--- src/rtl/iob_regfile_sp_ctrl_pkg.sv ---
// Shared definitions for the single-port regfile controller: command op codes,
// FSM state encoding and the op-to-first-state decode.
package iob_regfile_sp_ctrl_pkg;

    typedef logic [1:0] op_t;

    localparam op_t OP_WRITE = 2'd0;
    localparam op_t OP_READ  = 2'd1;
    localparam op_t OP_FILL  = 2'd2;
    localparam op_t OP_DUMP  = 2'd3;

    typedef enum logic [2:0] {
        ST_IDLE    = 3'd0,
        ST_WR      = 3'd1,
        ST_RD      = 3'd2,
        ST_FILL    = 3'd3,
        ST_DUMP_RD = 3'd4,
        ST_RSP     = 3'd5
    } state_t;

    // First state entered after a command with the given op is accepted.
    function automatic state_t op_to_state(input op_t op);
        case (op)
            OP_WRITE: return ST_WR;
            OP_READ:  return ST_RD;
            OP_FILL:  return ST_FILL;
            default:  return ST_DUMP_RD;
        endcase
    endfunction

endpackage

--- src/rtl/iob_regfile_sp_ctrl_if.sv ---
// Command and response streams of the regfile controller. The master side is
// the command issuer (CPU/CSR block or test sequencer), the slave side is the
// controller itself. Signal names keep the controller's point of view.
interface iob_regfile_sp_ctrl_if
    import iob_regfile_sp_ctrl_pkg::*;
#(
    parameter int ADDR_W = 4,
    parameter int DATA_W = 32
);

    logic              cmd_valid_i;
    logic              cmd_ready_o;
    op_t               cmd_op_i;
    logic [ADDR_W-1:0] cmd_addr_i;
    logic [DATA_W-1:0] cmd_data_i;

    logic              rsp_valid_o;
    logic              rsp_ready_i;
    logic [DATA_W-1:0] rsp_data_o;
    logic [ADDR_W-1:0] rsp_addr_o;
    logic              rsp_last_o;

    modport master (
        output cmd_valid_i, cmd_op_i, cmd_addr_i, cmd_data_i, rsp_ready_i,
        input  cmd_ready_o, rsp_valid_o, rsp_data_o, rsp_addr_o, rsp_last_o
    );

    modport slave (
        input  cmd_valid_i, cmd_op_i, cmd_addr_i, cmd_data_i, rsp_ready_i,
        output cmd_ready_o, rsp_valid_o, rsp_data_o, rsp_addr_o, rsp_last_o
    );

endinterface

--- src/rtl/iob_regfile_sp_ctrl_seq.sv ---
// Address/pattern sequencer shared by every op. It is loaded with the command
// address and data on acceptance, and FILL/DUMP advance it one word per step.
// The pattern advances in lockstep with the address, so during a FILL it
// always equals seed + (addr - start) modulo 2**DATA_W.
module iob_regfile_sp_ctrl_seq #(
    parameter int ADDR_W = 4,
    parameter int DATA_W = 32
) (
    input  logic              clk_i,
    input  logic              cke_i,
    input  logic              rst_i,
    input  logic              load,
    input  logic              step,
    input  logic [ADDR_W-1:0] start_addr,
    input  logic [DATA_W-1:0] seed,
    output logic [ADDR_W-1:0] addr,
    output logic [DATA_W-1:0] pattern,
    output logic              last
);

    logic [ADDR_W-1:0] addr_q;
    logic [DATA_W-1:0] pattern_q;

    // Load on command acceptance, otherwise advance address and pattern together.
    always_ff @(posedge clk_i) begin
        if (rst_i) begin
            addr_q    <= '0;
            pattern_q <= '0;
        end else if (cke_i) begin
            if (load) begin
                addr_q    <= start_addr;
                pattern_q <= seed;
            end else if (step) begin
                addr_q    <= addr_q + 1'b1;
                pattern_q <= pattern_q + 1'b1;
            end
        end
    end

    assign addr    = addr_q;
    assign pattern = pattern_q;
    // Sweeps never wrap, so the all-ones address is always the final word.
    assign last    = &addr_q;

endmodule

--- src/rtl/iob_regfile_sp_ctrl.sv ---
// Initiator-side controller for a single-port register file. Accepts WRITE,
// READ, FILL and DUMP commands, drives the regfile we/addr/d port and streams
// read data back on a valid/ready response channel. The regfile read port is
// combinational, so read data is captured in the same cycle the address is
// driven.
module iob_regfile_sp_ctrl
    import iob_regfile_sp_ctrl_pkg::*;
#(
    parameter int ADDR_W = 4,
    parameter int DATA_W = 32
) (
    input  logic                clk_i,
    input  logic                cke_i,
    input  logic                rst_i,
    iob_regfile_sp_ctrl_if.slave bus,
    output logic                busy_o,
    output logic                rf_we_o,
    output logic [ADDR_W-1:0]   rf_addr_o,
    output logic [DATA_W-1:0]   rf_d_o,
    input  logic [DATA_W-1:0]   rf_d_i
);

    state_t state_q;
    state_t state_d;

    logic              we_q;
    logic              we_d;
    logic [DATA_W-1:0] rsp_data_q;
    logic [ADDR_W-1:0] rsp_addr_q;
    logic              rsp_last_q;

    logic              cmd_fire;
    logic              rsp_fire;
    logic              seq_load;
    logic              seq_step;
    logic              capture;
    logic              capture_last;

    logic [ADDR_W-1:0] seq_addr;
    logic [DATA_W-1:0] seq_pattern;
    logic              seq_last;

    // Handshakes only count on enabled cycles; with cke_i low nothing moves.
    assign cmd_fire = bus.cmd_valid_i & (state_q == ST_IDLE) & cke_i;
    assign rsp_fire = bus.rsp_ready_i & (state_q == ST_RSP) & cke_i;

    iob_regfile_sp_ctrl_seq #(
        .ADDR_W (ADDR_W),
        .DATA_W (DATA_W)
    ) u_seq (
        .clk_i      (clk_i),
        .cke_i      (cke_i),
        .rst_i      (rst_i),
        .load       (seq_load),
        .step       (seq_step),
        .start_addr (bus.cmd_addr_i),
        .seed       (bus.cmd_data_i),
        .addr       (seq_addr),
        .pattern    (seq_pattern),
        .last       (seq_last)
    );

    // Next-state logic plus the sequencer and capture strobes for this cycle.
    always_comb begin
        state_d      = state_q;
        seq_load     = 1'b0;
        seq_step     = 1'b0;
        capture      = 1'b0;
        capture_last = 1'b0;
        case (state_q)
            ST_IDLE: begin
                if (cmd_fire) begin
                    seq_load = 1'b1;
                    state_d  = op_to_state(bus.cmd_op_i);
                end
            end
            ST_WR: begin
                state_d = ST_IDLE;
            end
            ST_RD: begin
                capture      = 1'b1;
                capture_last = 1'b1;
                state_d      = ST_RSP;
            end
            ST_FILL: begin
                if (seq_last) begin
                    state_d = ST_IDLE;
                end else begin
                    seq_step = 1'b1;
                end
            end
            ST_DUMP_RD: begin
                capture      = 1'b1;
                capture_last = seq_last;
                state_d      = ST_RSP;
            end
            ST_RSP: begin
                if (rsp_fire) begin
                    if (rsp_last_q) begin
                        state_d = ST_IDLE;
                    end else begin
                        seq_step = 1'b1;
                        state_d  = ST_DUMP_RD;
                    end
                end
            end
            default: begin
                state_d = ST_IDLE;
            end
        endcase
    end

    // Write enable is registered so it lines up with the sequencer address/data.
    assign we_d = (state_d == ST_WR) || (state_d == ST_FILL);

    // State, write-enable and response registers; reset wins over cke_i.
    always_ff @(posedge clk_i) begin
        if (rst_i) begin
            state_q    <= ST_IDLE;
            we_q       <= 1'b0;
            rsp_data_q <= '0;
            rsp_addr_q <= '0;
            rsp_last_q <= 1'b0;
        end else if (cke_i) begin
            state_q <= state_d;
            we_q    <= we_d;
            if (capture) begin
                rsp_data_q <= rf_d_i;
                rsp_addr_q <= seq_addr;
                rsp_last_q <= capture_last;
            end
        end
    end

    assign bus.cmd_ready_o = (state_q == ST_IDLE);
    assign bus.rsp_valid_o = (state_q == ST_RSP);
    assign bus.rsp_data_o  = rsp_data_q;
    assign bus.rsp_addr_o  = rsp_addr_q;
    assign bus.rsp_last_o  = rsp_last_q;

    assign busy_o    = (state_q != ST_IDLE);
    assign rf_we_o   = we_q & cke_i;
    assign rf_addr_o = seq_addr;
    assign rf_d_o    = seq_pattern;

endmodule

--- src/flat_wrapper.sv ---
// flat-port wrapper written by rule: the top's interface ports become plain ports
module iob_regfile_sp_ctrl_flat import iob_regfile_sp_ctrl_pkg::*;
#(
    parameter int ADDR_W = 4,
    parameter int DATA_W = 32
)
  (clk_i, cke_i, rst_i, busy_o, rf_we_o, rf_addr_o, rf_d_o, rf_d_i, bus_cmd_valid_i, bus_cmd_op_i, bus_cmd_addr_i, bus_cmd_data_i, bus_rsp_ready_i, bus_cmd_ready_o, bus_rsp_valid_o, bus_rsp_data_o, bus_rsp_addr_o, bus_rsp_last_o);
  iob_regfile_sp_ctrl_if #(.ADDR_W(ADDR_W), .DATA_W(DATA_W)) bus_i ();
  input  logic clk_i;
  input  logic cke_i;
  input  logic rst_i;
  output logic busy_o;
  output logic rf_we_o;
  output logic [ADDR_W-1:0] rf_addr_o;
  output logic [DATA_W-1:0] rf_d_o;
  input  logic [DATA_W-1:0] rf_d_i;
  input wire logic [$bits(bus_i.cmd_valid_i)-1:0] bus_cmd_valid_i;
  input wire logic [$bits(bus_i.cmd_op_i)-1:0] bus_cmd_op_i;
  input wire logic [$bits(bus_i.cmd_addr_i)-1:0] bus_cmd_addr_i;
  input wire logic [$bits(bus_i.cmd_data_i)-1:0] bus_cmd_data_i;
  input wire logic [$bits(bus_i.rsp_ready_i)-1:0] bus_rsp_ready_i;
  output wire logic [$bits(bus_i.cmd_ready_o)-1:0] bus_cmd_ready_o;
  output wire logic [$bits(bus_i.rsp_valid_o)-1:0] bus_rsp_valid_o;
  output wire logic [$bits(bus_i.rsp_data_o)-1:0] bus_rsp_data_o;
  output wire logic [$bits(bus_i.rsp_addr_o)-1:0] bus_rsp_addr_o;
  output wire logic [$bits(bus_i.rsp_last_o)-1:0] bus_rsp_last_o;
  assign bus_i.cmd_valid_i = bus_cmd_valid_i;
  assign bus_i.cmd_op_i = bus_cmd_op_i;
  assign bus_i.cmd_addr_i = bus_cmd_addr_i;
  assign bus_i.cmd_data_i = bus_cmd_data_i;
  assign bus_i.rsp_ready_i = bus_rsp_ready_i;
  assign bus_cmd_ready_o = bus_i.cmd_ready_o;
  assign bus_rsp_valid_o = bus_i.rsp_valid_o;
  assign bus_rsp_data_o = bus_i.rsp_data_o;
  assign bus_rsp_addr_o = bus_i.rsp_addr_o;
  assign bus_rsp_last_o = bus_i.rsp_last_o;
  iob_regfile_sp_ctrl #(.ADDR_W(ADDR_W), .DATA_W(DATA_W)) u_core (.clk_i(clk_i), .cke_i(cke_i), .rst_i(rst_i), .bus(bus_i), .busy_o(busy_o), .rf_we_o(rf_we_o), .rf_addr_o(rf_addr_o), .rf_d_o(rf_d_o), .rf_d_i(rf_d_i));
endmodule
--- config.mk ---
export PLATFORM = sky130hd
export DESIGN_NAME = iob_regfile_sp_ctrl_flat
export DESIGN_NICKNAME = d
export VERILOG_FILES = /design/src/rtl/iob_regfile_sp_ctrl_pkg.sv /design/src/rtl/iob_regfile_sp_ctrl_if.sv /design/src/rtl/iob_regfile_sp_ctrl_seq.sv /design/src/rtl/iob_regfile_sp_ctrl.sv /design/src/flat_wrapper.sv
export SDC_FILE = /design/constraint.sdc
export NUM_CORES = 1
export LEC_CHECK = 0
export BUFFER_PORTS_ARGS = -buffer_cell sky130_fd_sc_hd__buf_2
export CAP_MARGIN = 15
export CORE_MARGIN = 4
export CORE_UTILIZATION = 45
export DETAILED_ROUTE_END_ITERATION = 16
export HOLD_SLACK_MARGIN = 0.1
export PLACE_DENSITY_LB_ADDON = 0.05
export REMOVE_ABC_BUFFERS = 1
export SETUP_SLACK_MARGIN = 0.3
export SLEW_MARGIN = 20
export SYNTH_ARGS = -nofsm -noshare
export SYNTH_HDL_FRONTEND = slang
export SYNTH_SLANG_ARGS = --single-unit
--- constraint.sdc ---
create_clock -name clk_i -period 3.6 [get_ports clk_i]
set_input_delay 0.72 -clock clk_i [delete_from_list [all_inputs] [get_ports clk_i]]
set_output_delay 0.72 -clock clk_i [all_outputs]
set_load 0.01 [all_outputs]
# == Word-level counts from Yosys, hierarchy flattened ==
# Cells that the tools add are included.
# totals
ff_bits,77
input_bits,75
elab_cells,49
# op_classes
addsub,2
eq_ne,8
muxes,18
bitwise,5
n_reduce_logical,9
# ops
operator,n
2-to-1 mux 32 bit,2
"adder 32 x 1 -> 32 bit, second input constant",1
2-to-1 mux 3 bit,4
one-hot mux 3 bit (4 select lines),1
"equality test 3 x 2 -> 1 bit, second input constant",3
one-hot mux 3 bit (3 select lines),1
2-to-1 mux 4 bit,2
"equality test 3 bit, second input constant",2
2-to-1 mux 1 bit,6
AND 1 bit,5
"adder 4 x 1 -> 4 bit, second input constant",1
one-hot mux 1 bit (2 select lines),2
AND reduction 2 bit,2
AND reduction 4 bit,1
"equality test 3 x 1 -> 1 bit, second input constant",1
zero test 3 bit,1
nonzero test 3 bit,1
"equality test 2 x 1 -> 1 bit, second input constant",1
"equality test 2 bit, second input constant",1
zero test 2 bit,1
nonzero test 2 bit,1
OR reduction 2 bit,1
logical OR 1 bit,1

# == Logic depth before layout (Yosys ltp) ==
# logic_depth
depth_word,7
ltp_mapped,9
depth_no_buf,6

# == Hierarchy ==
# Synthesis repeated with hierarchy kept, for this count alone.
# hier_totals
hier_cells,522
area_unflattened_um2,4027.6
# modules_own_cells
module,instances,cells_each,area_per_inst_um2
iob_regfile_sp_ctrl_seq,1,316,2369.8
iob_regfile_sp_ctrl,1,206,1657.8

# == Least setup slack after synthesis ==
# No wires, ideal clock.
# synth_timing
path_type,input -> register
from,in cke_i
to,reg u_core.u_seq.pattern_q[19] (netlist: u_core.u_seq.pattern[19])
arrival_time_ns,2.064
required_time_ns,3.541
slack_ns,1.478
cell_stages,7
path_cell_list,buf_6 > nor4b_4 > and2_4 > buf_6 > or4_1 > a221oi_2 > a31o_1
# synth_via
elab_chain_cells,5
# synth_lines
item,line_no,source
from (decl),flat_wrapper.sv:10,input logic cke_i;
"AND 1 bit, on equally long branches","iob_regfile_sp_ctrl.sv:45, iob_regfile_sp_ctrl.sv:44",
"2-to-1 mux 1 bit, on equally long branches","iob_regfile_sp_ctrl.sv:98, iob_regfile_sp_ctrl.sv:72",
one-hot mux 1 bit (2 select lines) or 2-to-1 mux 1 bit (tied branches),iob_regfile_sp_ctrl.sv:70,case (state_q)
nonzero test 2 bit (no source line),--,
AND reduction 2 bit (no source line),--,
to (signal assigned),iob_regfile_sp_ctrl_seq.sv:35,pattern_q <= pattern_q + 1'b1;
to (decl),iob_regfile_sp_ctrl_seq.sv:22,logic [DATA_W-1:0] pattern_q;
# Parallel ways exist; a longest one is shown, timed or not.
# A chain may end at the register's enable or synchronous reset.

# == Worst setup path in the final report ==
# layout_timing
from,reg u_core.state_q[0]
to,reg u_core.u_seq.addr_q[0] (netlist: u_core.u_seq.addr[0])
# layout_via
elab_chain_cells,7
# layout_lines
item,line_no,source
from (decl),iob_regfile_sp_ctrl.sv:23,state_t state_q;
from (signal assigned),iob_regfile_sp_ctrl.sv:125,state_q <= state_d;
equality test 3 bit or zero test 3 bit (tied branches),"iob_regfile_sp_ctrl.sv:45, iob_regfile_sp_ctrl.sv:70, iob_regfile_sp_ctrl.sv:44",
"AND 1 bit, on equally long branches (2 in series)","iob_regfile_sp_ctrl.sv:45, iob_regfile_sp_ctrl.sv:44",
"2-to-1 mux 1 bit, on equally long branches","iob_regfile_sp_ctrl.sv:98, iob_regfile_sp_ctrl.sv:72",
one-hot mux 1 bit (2 select lines) or 2-to-1 mux 1 bit (tied branches),iob_regfile_sp_ctrl.sv:70,
nonzero test 2 bit (no source line),--,
AND reduction 2 bit (no source line),--,
to (signal assigned),iob_regfile_sp_ctrl_seq.sv:31,addr_q <= start_addr;
to (signal assigned),iob_regfile_sp_ctrl_seq.sv:34,addr_q <= addr_q + 1'b1;
to (decl),iob_regfile_sp_ctrl_seq.sv:21,logic [ADDR_W-1:0] addr_q;
# Parallel ways exist; a longest one is shown, timed or not.

==> impl_table.tex <==
\begin{tabular}{lr}
\hline
Metric & Value \\
\hline
\multicolumn{2}{l}{\textbf{Worst setup path}} \\
\quad Reg-to-reg critical path startpoint & u\_core.state\_q[0]\$\_SDFFE\_PP0P\_ \\
\quad Worst reg-to-reg setup slack & 1210 ps \\
\quad Type of destination of the critical path & register \\
\quad Worst setup path category & register to register \\
\quad Crit Path Max Fanout & 70 \\
\quad Crit path cell chain & nor4b\_4, and2\_4, o21ai\_2, buf\_4, a211o\_1, a31oi\_1 \\
\quad Crit. path cell count & 6 \\
\quad Stage delay of the slowest cell on the critical path & 650 ps \\
\quad Kind of start point of the critical path & register \\
\quad Crit-path leading delay family & simple AND/OR/NAND/NOR gates \\
\quad Endpoint of the most critical setup path & u\_core.u\_seq.addr[0]\$\_SDFFE\_PP0P\_ \\
\quad Slowest CP cell & sky130\_fd\_sc\_hd\_\_and2\_4 \\
\quad Number of buffer and inverter stages on the critical path & 1 \\
\quad Depth of the worst register-to-register path & 6 \\
\quad Arrival time of the worst setup path & 2660 ps \\
\quad Crit path from & u\_core.state\_q[0]\$\_SDFFE\_PP0P\_ \\
\quad Endpoint of the worst-slack reg-to-reg timing path & u\_core.u\_seq.addr[0]\$\_SDFFE\_PP0P\_ \\
\quad Data required time at the worst endpoint & 3860 ps \\
\multicolumn{2}{l}{\textbf{GRT}} \\
\quad Met1 usage & 31.6\% \\
\quad Overall overflow remaining after global route & 0 \\
\quad First-pass GRT wire length & 21300 um \\
\quad Number of antenna violations at the first check in global routing & 0 \\
\quad Met2 Track Usage GR & 37.0\% \\
\quad Grt peak-use layer & met2 \\
\quad Overall track demand over capacity in global routing & 23.2\% \\
\quad Via count of the first global-routing pass & 4353 \\
\quad Maximum number of pins on one net before global-route repair & 71 \\
\quad Met3 demand-to-capacity share in global routing & 4.69\% \\
\multicolumn{2}{l}{\textbf{Finish}} \\
\quad Diodes inserted & 0 \\
\quad Post-synthesis to final-layout area growth & 22.7\% \\
\quad Net total in the final layout & 749 \\
\quad Final design area excluding fillers & 5170 sq um \\
\quad Share of final-layout standard cells stronger than drive strength 1 & 28.3\% \\
\multicolumn{2}{l}{\textbf{Route}} \\
\quad Antenna violation net count after detailed routing & 0 \\
\quad Final Routed Wirelength & 13100 um \\
\quad Number of DRC violations after detailed-routing iteration 0 & 282 \\
\quad Total DRC errors in the routed layout & 0 \\
\quad Vias & 4588 \\
\quad Average vias per placed instance & 5.84 \\
\quad Wire length per cell & 16.8 um \\
\quad TritonRoute pass-1 iters & 5 \\
\multicolumn{2}{l}{\textbf{Die}} \\
\quad Vertical die dimension & 105 um \\
\quad Placement Rows & 35 \\
\quad Core Region & 9200 sq um \\
\quad Width of the die & 105 um \\
\quad Initial standard-cell utilization of the core & 45.8\% \\
\quad Die Outline Area & 11000 sq um \\
\quad Number of top-level pins & 152 \\
\multicolumn{2}{l}{\textbf{Timing}} \\
\quad Worst Tran Pin Value & 826 ps \\
\quad Final count of pins violating max slew & 0 \\
\quad Slew headroom & 44.9\% \\
\quad Final hold violations & 0 \\
\quad Highest clock frequency the design can meet & 418 MHz \\
\quad Period Utilization, post-route & 66.5\% \\
\quad Largest clock skew in the final design & 10.8 ps \\
\quad Count of endpoints failing setup in the final report & 0 \\
\quad Setup repair after global routing missed its margin & false \\
\quad Total negative slack for setup checks & 0 ps \\
\quad Min Tclk post-route & 2390 ps \\
\multicolumn{2}{l}{\textbf{Synth}} \\
\quad Combinational family with the most area after synthesis & simple AND/OR/NAND/NOR gates \\
\quad Main area contributors after synthesis & sky130\_fd\_sc\_hd\_\_dfxtp\_1 (37\%), sky130\_fd\_sc\_hd\_\_nand2\_1 (10\%), sky130\_fd\_sc\_hd\_\_a21oi\_1 (6.8\%) \\
\quad Most frequent cells after synthesis & sky130\_fd\_sc\_hd\_\_nand2\_1 (116), sky130\_fd\_sc\_hd\_\_dfxtp\_1 (77), sky130\_fd\_sc\_hd\_\_a21oi\_1 (57), sky130\_fd\_sc\_hd\_\_nand3\_1 (26), sky130\_fd\_sc\_hd\_\_and3\_1 (19) \\
\quad Simple-gate portion of the synthesized area & 28.7\% \\
\quad Post-Syn Instances & 545 \\
\quad Post-synthesis cell area & 4220 sq um \\
\quad Number of enable-type register cells in the synthesized netlist & 0 \\
\quad Commonest register cell after synthesis & sky130\_fd\_sc\_hd\_\_dfxtp\_1 \\
\quad Area fraction of the dominant cell type after synthesis & 36.6\% \\
\quad XOR/XNOR Fraction of Synth Area & 0.208\% \\
\quad Fraction of registers with async set/reset & 0\% \\
\quad Synthesized-area fraction occupied by ao, oa, aoi and oai cells & 25.7\% \\
\quad Adder-cell share of the synthesized area & 1.48\% \\
\quad Share of synthesized area occupied by flip-flops and latches & 36.6\% \\
\quad Count of yosys warnings during synthesis & 0 \\
\quad Flop and latch count out of synthesis & 77 \\
\quad Most common cell in the synthesized netlist & sky130\_fd\_sc\_hd\_\_nand2\_1 \\
\quad Multiplexer fraction of the synthesized cell area & 0\% \\
\quad Mean Syn Cell Area & 7.73 sq um \\
\quad Cell type contributing the most total cell area after synthesis & sky130\_fd\_sc\_hd\_\_dfxtp\_1 \\
\quad Count of cell types in the netlist & 64 \\
\multicolumn{2}{l}{\textbf{Place}} \\
\quad Area after DPL & 4940 sq um \\
\quad DP Wirelength & 8820 um \\
\quad Number of buffers inserted by port buffering & 151 \\
\quad Routability congestion estimate & 0.836 \\
\multicolumn{2}{l}{\textbf{Power and ir drop}} \\
\quad Highest ir drop seen on vdd & 146 uV \\
\quad Share of total power in sequential cells & 46.6\% \\
\quad Combinational share of power & 15.8\% \\
\quad Net switching fraction of the power & 28.5\% \\
\quad Fraction of power consumed by the clock network & 37.6\% \\
\quad Ratio of total power to cell area & 390 nW/um\^{}2 \\
\quad Sw power & 0.574 mW \\
\quad Tot Pwr & 2.02 mW \\
\quad P\_int & 1.44 mW \\
\quad Cell leakage power & 2.18 nW \\
\multicolumn{2}{l}{\textbf{Run}} \\
\quad Max capacitance violation total & 0 \\
\multicolumn{2}{l}{\textbf{Clock network}} \\
\quad Number of clock buffers inserted by TritonCTS & 9 \\
\quad Clock tree root driver cell & sky130\_fd\_sc\_hd\_\_clkbuf\_8 \\
\quad Clock latency at the later pin of the worst-skew pair & 340 ps \\
\quad Htree depth & 3 \\
\quad Clock buffer depth & 2 \\
\quad Number of clock sinks & 77 \\
\quad Clock-pin transition on the worst setup and hold timing paths & 80 ps \\
\quad Cells resized by post-CTS repair & 0 \\
\quad CTS tree & done \\
\quad Post-CTS setup buffers & 0 \\
\quad Hold Buf Count CTS & 0 \\
\multicolumn{2}{l}{\textbf{Outcome}} \\
\quad Outcome & finished, final reports clean \\
\multicolumn{2}{l}{\textbf{Worst hold path}} \\
\quad Path category of the worst min-delay check & register to register \\
\hline
\end{tabular}
state kept, by name (all words and copies together) (netlist names):
name	cells
u_core.bus.rsp_data_o	32
u_core.u_seq.pattern	32
u_core.bus.rsp_addr_o	4
u_core.u_seq.addr	4
u_core.state_q	3
u_core.bus.rsp_last_o	1
u_core.we_q	1
how the worst min path moves through the flow:
stage	cells after the start	end	from	slack [ps]
2_1_floorplan	2	u_core.we_q$_SDFFE_PP0P_	u_core.we_q$_SDFFE_PP0P_	430
3_3_place_gp	2	u_core.bus.rsp_data_o[3]$_SDFFE_PP0P_	u_core.bus.rsp_data_o[3]$_SDFFE_PP0P_	440
3_5_place_dp	2	u_core.bus.rsp_data_o[27]$_SDFFE_PP0P_	u_core.bus.rsp_data_o[27]$_SDFFE_PP0P_	440
4_1_cts	2	u_core.bus.rsp_data_o[27]$_SDFFE_PP0P_	u_core.bus.rsp_data_o[27]$_SDFFE_PP0P_	460
5_1_grt	2	u_core.bus.rsp_data_o[27]$_SDFFE_PP0P_	u_core.bus.rsp_data_o[27]$_SDFFE_PP0P_	470
6_report	2	u_core.bus.rsp_data_o[19]$_SDFFE_PP0P_	u_core.bus.rsp_data_o[19]$_SDFFE_PP0P_	450
placed cells by master (no fill, tap or decap), drive strengths merged, types with 3 or more instances in the layout:
cell	n
nor2	16
a21oi	58
dfxtp	77
nand2	116
o22ai	5
inv	16
a221oi	7
a32o	3
and2	4
nand3	26
a21o	3
ha	5
nand4	11
o31a	4
or4	6
and3	19
or3	3
nand3b	4
o21ai	18
a311oi	5
o32ai	11
and4	5
a31oi	12
a22oi	9
buf	161
clkbuf	10
nor4	3
a211o	3
nor2b	8
o211ai	4
nor3	11
final cells by class:
cell class                 instances  area [sq um]
multi-input combinational        406          2380
fill                             890          4030
tap                              111           139
inverter                          14          52.6
sequential                        77          1540
clock inverter                     6          93.8
clock buffer                      10           138
timing repair buffer             161           831
through the flow:
stage / setup WS [ps] / utilization (%) / hold WS, ps / cells
4_1_cts: 1220 / 56.2 / 456 / 785
6_report: 1210 / 56.2 / 452 / 785
3_3_place_gp: 979 / 53.7 / 438 / 769
5_1_grt: 1010 / 56.2 / 468 / 785
2_1_floorplan: 320 / - / 428 / 497
3_5_place_dp: 910 / 53.7 / 443 / 769
kinds of logic (layout without fill, tap and decap cells):
family | after synthesis | in the layout
compound gates | 161 | 161
xor+xnor | 1 | 1
fa+ha+maj | 5 | 5
buf+inv | 62 | 191
flops | 77 | 77
simple gates | 239 | 239
tightest hold or removal path, delay by kind of cell, from the launching register on:
| kind | cells | cell delay (ps) |
|---|---|---|
| DFF | 1 | 310 |
| and+or+nand+nor | 1 | 50 |
| AOI/OAI and AO/OA | 1 | 50 |
power by group through the flow:
stage                     Sequential [mW]  Clock, mW  Combinational, mW
final                               0.940      0.758              0.318
after global routing                0.948      0.811              0.353
after CTS                           0.939      0.777              0.320
after detailed placement            0.959          0              0.319
after global placement              0.956          0              0.314
after floorplan                     0.970          0              0.148
metal layers:
layer	wire, um	up-vias	part of all wire, %
met5	0	-	0
met1	5990	2128	46
met3	959	18	7.3
li1	-	2252	-
met2	6030	190	46
met4	162	0	1.2
Note: power is estimated with default switching activity, not from simulation.
